--- src/rtl/alu16_multiword_seq_pkg.sv ---
// ---------------------------------------------------------------------------
// Module   : alu16_multiword_seq_pkg
// Brief    : Shared types and 74181 function codes for the multi-word sequencer
// Revision : 1.0 - initial release
// ---------------------------------------------------------------------------
`default_nettype none

package alu16_multiword_seq_pkg;

  localparam int ALU_W = 16;

  typedef enum logic [1:0] {
    IDLE = 2'd0,
    RUN  = 2'd1,
    DONE = 2'd2
  } state_e;

  // 74181 select/mode codes as seen with active-high data
  localparam logic [3:0] SEL_ADD    = 4'b1001;
  localparam logic [3:0] SEL_SUB    = 4'b0110;
  localparam logic [3:0] SEL_XOR    = 4'b0110;
  localparam logic       MODE_ARITH = 1'b0;
  localparam logic       MODE_LOGIC = 1'b1;

endpackage

`default_nettype wire

--- src/rtl/alu16_multiword_seq.sv ---
// ---------------------------------------------------------------------------
// Module   : alu16_multiword_seq
// Brief    : Issues up to WORDS 16-bit slices, LS first, to an external 74181
//            ALU, chaining carries and assembling the wide result.
// Revision : 1.0 - initial release
// ---------------------------------------------------------------------------
`default_nettype none

module alu16_multiword_seq
  import alu16_multiword_seq_pkg::*;
#(
  parameter int WORDS = 4,
  parameter int LW    = 2
) (
  input  logic                   clk,
  input  logic                   rst_n,
  input  logic                   cmd_valid,
  output logic                   cmd_ready,
  input  logic [ALU_W*WORDS-1:0] cmd_a,
  input  logic [ALU_W*WORDS-1:0] cmd_b,
  input  logic [3:0]             cmd_sel,
  input  logic                   cmd_mode,
  input  logic                   cmd_cin,
  input  logic [LW-1:0]          cmd_len,
  output logic [ALU_W-1:0]       alu_a,
  output logic [ALU_W-1:0]       alu_b,
  output logic [3:0]             alu_sel,
  output logic                   alu_mode,
  output logic                   alu_cin,
  input  logic [ALU_W-1:0]       alu_result,
  input  logic                   alu_cout,
  output logic                   rsp_valid,
  input  logic                   rsp_ready,
  output logic [ALU_W*WORDS-1:0] rsp_result,
  output logic                   rsp_cout,
  output logic                   rsp_zero,
  output logic                   busy
);

  localparam int DW = ALU_W * WORDS;
  localparam int SH = $clog2(ALU_W);

  state_e            state_q, state_d;
  logic [LW-1:0]     cnt_q, len_q, len_clamped;
  logic [DW-1:0]     a_q, b_q, res_q;
  logic [3:0]        sel_q;
  logic              mode_q, carry_q, zero_q;
  logic [LW+SH-1:0]  base;

  assign base = {cnt_q, {SH{1'b0}}};

  // Only non-power-of-2 WORDS can receive an out-of-range length
  if ((1 << LW) > WORDS) begin : g_clamp
    localparam logic [LW-1:0] MAX_LEN = LW'(WORDS - 1);
    assign len_clamped = (cmd_len > MAX_LEN) ? MAX_LEN : cmd_len;
  end else begin : g_noclamp
    assign len_clamped = cmd_len;
  end

  always_comb begin
    state_d   = state_q;
    cmd_ready = 1'b0;
    alu_a     = '0;
    alu_b     = '0;
    alu_sel   = '0;
    alu_mode  = 1'b0;
    alu_cin   = 1'b0;
    case (state_q)
      IDLE: begin
        cmd_ready = 1'b1;
        if (cmd_valid) state_d = RUN;
      end
      RUN: begin
        alu_a    = a_q[base +: ALU_W];
        alu_b    = b_q[base +: ALU_W];
        alu_sel  = sel_q;
        alu_mode = mode_q;
        // carry_q holds cmd_cin for slice 0, then the previous slice's carry
        alu_cin  = carry_q;
        if (cnt_q == len_q) state_d = DONE;
      end
      DONE: begin
        if (rsp_ready) state_d = IDLE;
      end
      default: state_d = IDLE;
    endcase
  end

  always_ff @(posedge clk) begin
    if (!rst_n) begin
      state_q <= IDLE;
      cnt_q   <= '0;
      len_q   <= '0;
      a_q     <= '0;
      b_q     <= '0;
      sel_q   <= '0;
      mode_q  <= 1'b0;
      carry_q <= 1'b0;
      zero_q  <= 1'b0;
      res_q   <= '0;
    end else begin
      state_q <= state_d;
      case (state_q)
        IDLE: begin
          if (cmd_valid) begin
            a_q     <= cmd_a;
            b_q     <= cmd_b;
            sel_q   <= cmd_sel;
            mode_q  <= cmd_mode;
            len_q   <= len_clamped;
            carry_q <= cmd_cin;
            cnt_q   <= '0;
            zero_q  <= 1'b1;
            res_q   <= '0;
          end
        end
        RUN: begin
          res_q[base +: ALU_W] <= alu_result;
          carry_q              <= alu_cout;
          zero_q               <= zero_q & (alu_result == '0);
          cnt_q                <= cnt_q + 1'b1;
        end
        default: ;
      endcase
    end
  end

  assign rsp_valid  = (state_q == DONE);
  assign busy       = (state_q != IDLE);
  assign rsp_result = res_q;
  assign rsp_cout   = carry_q;
  assign rsp_zero   = zero_q;

endmodule

`default_nettype wire

--- config.mk ---
export PLATFORM = sky130hd
export DESIGN_NAME = alu16_multiword_seq
export DESIGN_NICKNAME = d
export VERILOG_FILES = /design/src/rtl/alu16_multiword_seq_pkg.sv /design/src/rtl/alu16_multiword_seq.sv
export SDC_FILE = /design/constraint.sdc
export NUM_CORES = 1
export LEC_CHECK = 0
export CORE_MARGIN = 2
export CORE_UTILIZATION = 41
export DETAILED_ROUTE_END_ITERATION = 12
export GPL_ROUTABILITY_DRIVEN = 0
export PLACE_DENSITY = 0.74
export SLEW_MARGIN = 20
export SYNTH_ARGS = -nofsm -noshare
export SYNTH_HDL_FRONTEND = slang
export SYNTH_SLANG_ARGS = --single-unit
--- constraint.sdc ---
create_clock -name clk -period 2.55 [get_ports clk]
set_input_delay 0.51 -clock clk [delete_from_list [all_inputs] [get_ports clk]]
set_output_delay 0.51 -clock clk [all_outputs]
set_load 0.01 [all_outputs]
Yosys cells after proc, flatten, opt, wreduce, memory -nomap -nowiden
Cells that the tools add are included.
{"block": "word_totals", "inputBits": 157, "output_inout_bits": 107, "reg_bits": 205, "wordCells": 49}
{"block": "op_classes", "bitwise": 1, "mux": 19, "n_reduce_logical": 7, "addsub": 2, "eq_ne": 6, "shift": 4}
{"cell": "64-bit case mux with 2 select lines", "n": 1}
{"cell": "64-bit by 7-bit indexed part select with 16-bit output", "n": 2}
{"cell": "64-bit bitwise mux", "n": 1}
{"cell": "64-bit two-way mux", "n": 1}
{"cell": "16-bit by 8-bit variable shift with 64-bit output, first input constant", "n": 1}
{"cell": "16-bit by 8-bit indexed part select with 64-bit output", "n": 1}
{"cell": "16-bit two-way mux", "n": 2}
{"cell": "16-bit logical NOT", "n": 1}
{"cell": "2-bit two-way mux", "n": 4}
{"cell": "6-bit negator with 8-bit output", "n": 1}
{"cell": "2-bit case mux with 3 select lines", "n": 1}
{"cell": "1-bit two-way mux", "n": 5}
{"cell": "4-bit two-way mux", "n": 1}
{"cell": "2-bit != test, second input constant", "n": 2}
{"cell": "1-bit case mux with 2 select lines", "n": 2}
{"cell": "2-bit case mux with 2 select lines", "n": 1}
{"cell": "2-bit AND reduction", "n": 2}
{"cell": "2-bit nonzero test", "n": 2}
{"cell": "3-bit AND reduction", "n": 1}
{"cell": "2-bit by 1-bit adder with 2-bit output, second input constant", "n": 1}
{"cell": "2-bit by 1-bit == test with 1-bit output, second input constant", "n": 1}
{"cell": "2-bit == test", "n": 1}
{"cell": "2-bit == test, second input constant", "n": 1}
{"cell": "2-bit logical NOT", "n": 1}
{"cell": "2 further kinds", "n": 2}

Depth between registers and ports, before layout
Gate-level depths: netlist of the first run.
{"block": "logic_depth", "depth_word": 4, "mapped_depth": 10, "mapped_depth_nobuf": 5}

Worst setup path before layout of the first run
OpenSTA, ideal clock, no wires.
{"block": "synth_timing", "path_type": "reg-to-reg", "start": "register cnt_q[0]", "end": "register res_q[38], in the netlist rsp_result[38]", "arrival_time_ns": 2.327, "required_ns": 2.480, "slack_ns": 0.153, "n_path_buf": 5, "path_stages_with_launch": 11, "period_less_slack_ns": 2.397, "path_cell_list": "dfxtp_1 buf_4 buf_4 buf_2 inv_1 ha_1 and3b_1 buf_1 clkbuf_1 nand3_1 a21boi_1"}
{"block": "synth_via", "elab_chain_len": 4, "word_cells_on_any_way": 5}
{"element": "start: declaration", "line": "alu16_multiword_seq.sv:44", "source": "logic [LW-1:0] cnt_q, len_q, len_clamped;"}
{"element": "start signal: assignment", "line": "alu16_multiword_seq.sv:121", "source": "cnt_q <= cnt_q + 1'b1;"}
{"element": "6-bit negator with 8-bit output *", "line": "alu16_multiword_seq.sv:118", "source": "res_q[base +: ALU_W] <= alu_result;"}
{"element": "16-bit by 8-bit indexed part select with 64-bit output / 16-bit by 8-bit variable shift with 64-bit output (equally long branches)", "line": "alu16_multiword_seq.sv:118"}
{"element": "64-bit bitwise mux *", "line": "alu16_multiword_seq.sv:118"}
{"element": "64-bit case mux with 2 select lines *", "line": "alu16_multiword_seq.sv:103", "source": "case (state_q)"}
{"element": "end signal: indexed assignment", "line": "alu16_multiword_seq.sv:118"}
{"element": "end: declaration", "line": "alu16_multiword_seq.sv:45", "source": "logic [DW-1:0] a_q, b_q, res_q;"}
Mark *: on every way between the ends. The rest lies on a longest branch, timed or not.
A chain may end at the register's enable or synchronous reset.

Worst setup path in the final report of the first run
{"block": "layout_timing", "start": "register cnt_q[0]", "end": "output port alu_b[5]"}
{"block": "layout_via", "elab_chain_len": 2}
{"element": "64-bit by 7-bit indexed part select with 16-bit output", "line": "alu16_multiword_seq.sv:75", "source": "alu_b = b_q[base +: ALU_W];"}
{"element": "16-bit two-way mux", "line": "alu16_multiword_seq.sv:68", "source": "case (state_q)"}
{"element": "end: declaration", "line": "alu16_multiword_seq.sv:26", "source": "output logic [ALU_W-1:0] alu_b,"}
Every way passes these cells.

==> metrics, run 1 <==
switch share=25.7%; Post-DP HPWL=17100 um; period utilization=between 90% and 100%; FP Rows=53; die height=150 um; net count after synthesis=1101; Cell Int Power=6.06 mW; clk slew on worst S/H paths=60 ps; status=completed; fin crit period=2530 ps; Hold Slack=380 ps; Startpoint Class=flip-flop; Worst EP arrival=2020 ps; drt total wl=25200 um; Crit Path Max Fanout=4; r2r setup slk=220 ps; HP Class=input port to flip-flop; GRT Resource Usage Total=22.0%; Worst slew margin=48.4%; Clock Path Buffers=3; First-pass DRT Iterations=5; CP Capture Type=output pin; fmax=0.396 GHz; CTS Sinks=about 200; Layout area overhead=45.6%; PortBufs=263; Final nets=1368; XOR/XNOR Fraction of Synth Area=less than 1%; slew at the pin closest to its max-slew limit=758 ps; final hold violations=0; required time of the worst setup path=between 2000 and 2500 ps; htree depth=1; switching power=2.10 mW; Max VDD drop=between 0.0003 and 0.0004 V; Starting Density=41.7%; clk_lat worst skew=500 ps; Core ar.=21000 um2; # DRC=0; Pleak=4.84 nW; pin count of the biggest net entering global routing=64; Post-Synth Simple-Gate Area=18.6%; Pwr Density=641 nW/um2; DR vias/cell=between 5 and 6; vias in the first global route=~7700; Util after Layout=60.7%; Synth cell types=37; layout cell share with drive strength beyond 1=14.0%; Worst Skew=approximately 7 ps; commonest non-fill, non-tap cell in the layout=nand2_1; commonest non-fill, non-tap cells in the layout=nand2_1 (274), clkdlybuf4s50_1 (228), dfxtp_1 (203); CTS tree=yes; Ys Warns=0; Clock Tree Root=clkbuf_16; mean post-synth cell area=~9.3 um2; post-synthesis sequential area ratio=between 40% and 50%; largest family of logic cells by synthesized area=compound AO/OA/AOI/OAI gates; Synth Instances=939; Die Width=150 um; RSZ-0062 raised after global routing=true; max cap viols=0; Comb pwr share=19.1%; mux share of post-synthesis cell area=8.71%; critical path class=flip-flop to output pin; Compound-Gate Fraction of Synth Area=between 20% and 30%; Slew Limit Fails=0; CTS buffer count=22; final antenna diode count=0; power share of the sequential group=between 40% and 50%; remaining global-route overflow=0; Power, Total=8.16 mW; flops & latches, synth=205; Mapped Area=8740 um2; first-pass GRT wire length=slightly below 40000 um; Routed wire per std cell=16.9 um; io pins=roughly 260; Die ar.=around 22000 um2; Starting DRT DRC Count=407; remaining antenna violation count=0; Vias=7695; adder-cell share of the synthesized area=less than 1%; final setup violation count=0; clock power share=37.7%; initial antenna violation count=0
==> critical path: stages (launching register included) <==
cell and delay (ps):
dfxtp_4 440, buf_16 130, buf_12 100, buf_8 100, mux4_2 490, and2_4 160, buf_6 110
==> cell type report <==
type	instances	area [um2]
clock buffer	33	643
clock inverter	3	40.0
fill	1852	8240
inverter	5	18.8
multi-input combinational	650	4290
sequential	205	4110
tap	275	344
timing repair buffer	322	3270
==> metrics by stage <==
step / TNS (ps) / instances / cell area (um2) / worst slack (ps)
final: 0 / 1493 / 12700 / 21.7
after global placement: 0 / 1434 / 11700 / 254
after detailed placement: 0 / 1434 / 11700 / 211
after floorplan: 0 / 939 / 8740 / 153
after CTS: -144 / 1491 / 12700 / -49.8
after global routing: -214 / 1493 / 12700 / -43.9
==> power groups by stage <==
stage	clock, mW	sequential, mW	combinational [mW]
4_1_cts	3.14	3.52	1.55
6_report	3.08	3.52	1.56
3_5_place_dp	0	3.58	1.46
5_1_grt	3.26	3.54	1.71
2_1_floorplan	0	3.56	0.808
3_3_place_gp	0	3.57	1.44
==> repair_timing <==
item,CTS,global route
gates cloned,2,0
pin swaps,3,6
hold buffers,0,0
setup buffers,20,3
endpoints found under the setup margin,34,40
gates resized for setup,128,34
==> cells by family after synthesis <==
| group | after synthesis |
|---|---|
| compound gates | 242 |
| xor+xnor | 2 |
| fa+ha+maj | 5 |
| buf+inv | 84 |
| flops | 205 |
| mux | 36 |
| simple gates | 365 |
==> synthesized netlist by cell type, drive strengths merged <==
cell type  number  area share [%]
o211ai          1           0.086
and2b           1           0.086
o21a            2            0.17
and3b           1            0.10
xnor2           2            0.20
a22o           32             3.2
o21ai          33             1.9
a31oi           1           0.072
nor4b           1            0.27
a22oi           1           0.086
nor2b           2            0.14
nand3          35             2.0
nand4           1           0.072
nand2b          2            0.23
a21oi           1           0.057
inv             5            0.21
and2           38             2.7
buf            40             2.6
a21boi        170              15
mux4           32             8.2
or2             1           0.072
nor4            6            0.77
nand2         274              12
dfxtp         205              47
mux2i           4            0.46
ha              5            0.72
a32oi           1            0.10
nor3b           2            0.30
or3b            1            0.10
clkbuf         39             1.7
==> path summary, 6_finish.rpt <==
path / from / end / cells after the start
worst max-delay path: cnt_q[0]$_SDFFE_PN0P_ / alu_b[5] / 6
worst min-delay path: rst_n / cnt_q[1]$_SDFFE_PN0P_ / 2
worst max register to register: cnt_q[0]$_SDFFE_PN0P_ / rsp_result[37]$_SDFFE_PN0P_ / 8
worst min register to register: a_q[32]$_SDFFE_PN0P_ / a_q[32]$_SDFFE_PN0P_ / 2
==> layer usage <==
layer | global-route usage (%) | wire (um)
met1 | 27.8 | 10500
met2 | 37.0 | 11900
met3 | 5.70 | 2120
met4 | 6.70 | 667
met5 | 0 | 0
==> state kept, by name, summed over array words and instances (netlist names) <==
register / count
a_q: 64
b_q: 64
cnt_q: 2
len_q: 2
mode_q: 1
rsp_cout: 1
rsp_result: 64
rsp_zero: 1
sel_q: 4
state_q: 2
No activity file was read; power rests on OpenSTA's default activity.
==> inputs of run 2 (changes only) <==
- CORE_ASPECT_RATIO: unset -> 1.75
- SETUP_SLACK_MARGIN: unset -> 0.05
- clock period: 2.55 -> 2.3 ns (I/O delays scaled with it)
==> metrics, run 2 (synthesis gave the netlist of run 1 again) <==
Vias=a little under 8000; Buf/Inv on CP=3; pre-CTS setup slack=roughly 28 ps; max cap viols=0; status=finished with violations; Crit Path Max Fanout=7; placed cell areas=11800 um2; fin crit period=2390 ps; Final nets=1360; Starting DRT DRC Count=386; commonest non-fill, non-tap cell in the layout=nand2_1; htree depth=1; Post-DP HPWL=18300 um; Clock Tree Root=clkbuf_16; die height=197 um; Non-Filler Instances=1466; Pwr Density=between 700 and 800 nW/um2; failing checks=setup timing; drt total wl=26500 um; Routed wire per std cell=18.1 um; fill count=1780; CTS buffer count=20; Die Width=~110 um; Max VDD drop=0.000563 V; Power, Total=8.98 mW; worst setup margin=-86.4 ps; DR vias/cell=5.25; worst stage delay on the critical path=roughly 500 ps; Clock Path Buffers=3; PortBufs=263; pin count of the biggest net entering global routing=61; Util after Layout=61.0%; fmax=0.419 GHz; FP Rows=70; Worst Skew=around 14 ps; clk slew on worst S/H paths=70 ps; remaining antenna violation count=0; first-pass GRT wire length=41500 um; # DRC=0; clk_lat worst skew=approximately 490 ps; Slew Limit Fails=0; CTS Sinks=205; final setup violation count=17; Starting Density=a little over two fifths; GRT Resource Usage Total=between 20% and 30%; multi-input logic area=between 4000 and 5000 um2; Min-Delay Startpoint=rst_n; RSZ-0062 raised after global routing=true; FF/Latch Area=4110 um2; First-pass DRT Iterations=4; Core ar.=20900 um2; Worst slew margin=53.9%; period utilization=104%; io pins=264; slowest CP cell=mux4_2; Layout area overhead=46.1%; critical path class=flip-flop to output pin; initial antenna violation count=3; HP Class=input port to flip-flop; vias in the first global route=between 7000 and 8000; CTS tree=yes; hold buffer count at CTS=0; Die ar.=22500 um2; cell family with most CP delay=multiplexers; Startpoint Class=flip-flop; commonest non-fill, non-tap cells in the layout=nand2_1 (274), clkdlybuf4s50_1 (221), dfxtp_1 (203); slew at the pin closest to its max-slew limit=approximately 690 ps; worst-path cell chain=buf_12, buf_16, mux4_2, and2_4, buf_6; Inst Count DP=1414; Setup crit start=cnt_q[0]$_SDFFE_PN0P_; required time of the worst setup path=around 1800 ps; Design Area, Final=approximately 13000 um2; worst reg2reg path startpoint=cnt_q[1]$_SDFFE_PN0P_; remaining global-route overflow=0; layout cell share with drive strength beyond 1=15.7%; Worst EP arrival=about 1900 ps; CP Capture Type=output pin; Pleak=about 4.8 nW; final hold violations=0
-- run 2: cell types whose count changed in the layout (fill, tap and decap cells not counted), sizes merged --
cell and delta:
bufbuf +1, dlymetal6s2s -2, diode +4, buf +7, clkdlybuf4s15 -6, clkdlybuf4s50 -7, clkbuf -6, dlygate4sd2 +5
-- run 2: power breakdown --
| group | internal (mW) | switching [mW] | total, mW |
|---|---|---|---|
| Combinational | 0.943 | 0.851 | 1.79 |
| Sequential | 3.78 | 0.120 | 3.90 |
| Clock | 1.94 | 1.35 | 3.29 |
-- run 2: area by class of cell --
class / instances / area share, %
multi-input cells: 650 / 34.1
flip-flops and latches: 205 / 32.2
repair buffers: 316 / 25.9
clock buffers: 31 / 4.80
well taps: 252 / 2.47
clock inverters: 3 / 0.314
inverters: 5 / 0.147
diodes: 4 / 0.0784
-- run 2: worst paths after layout --
check                           slack [ps]  cells after the start                     endpoint
worst min register to register         450                      2          mode_q$_SDFFE_PN0P_
worst min-delay path                   330                      3        rsp_zero$_SDFFE_PN0P_
worst max-delay path                   -90                      5                    alu_b[14]
worst max register to register         240                      6  rsp_result[26]$_SDFFE_PN0P_
-- run 2: through the flow --
stage / hold slack [ps] / TNS, ps
2_1_floorplan: 430 / 0
3_3_place_gp: 437 / 0
3_5_place_dp: 442 / 0
4_1_cts: 311 / -1460
5_1_grt: 328 / -1730
6_report: 326 / -798
-- run 2: repair_timing --
item | in CTS | in global routing
pin swaps | 15 | 19
gates cloned | 3 | 1
buffers inserted | 11 | 1
gates resized for setup | 192 | 28
setup endpoints to repair | 49 | 51
-- run 2: worst reg2reg max path, stage by stage, from the launching register on --
cell,delay (ps)
dfxtp_4,390
buf_6,250
inv_1,160
ha_1,230
mux2i_1,150
o21a_1,590
a22o_1,240
-- run 2: per-layer routing --
layer	track usage, %	share of wire (%)
met5	0	0
met4	8.22	2.7
met3	4.51	5.7
met2	43.6	54
met1	25.7	37
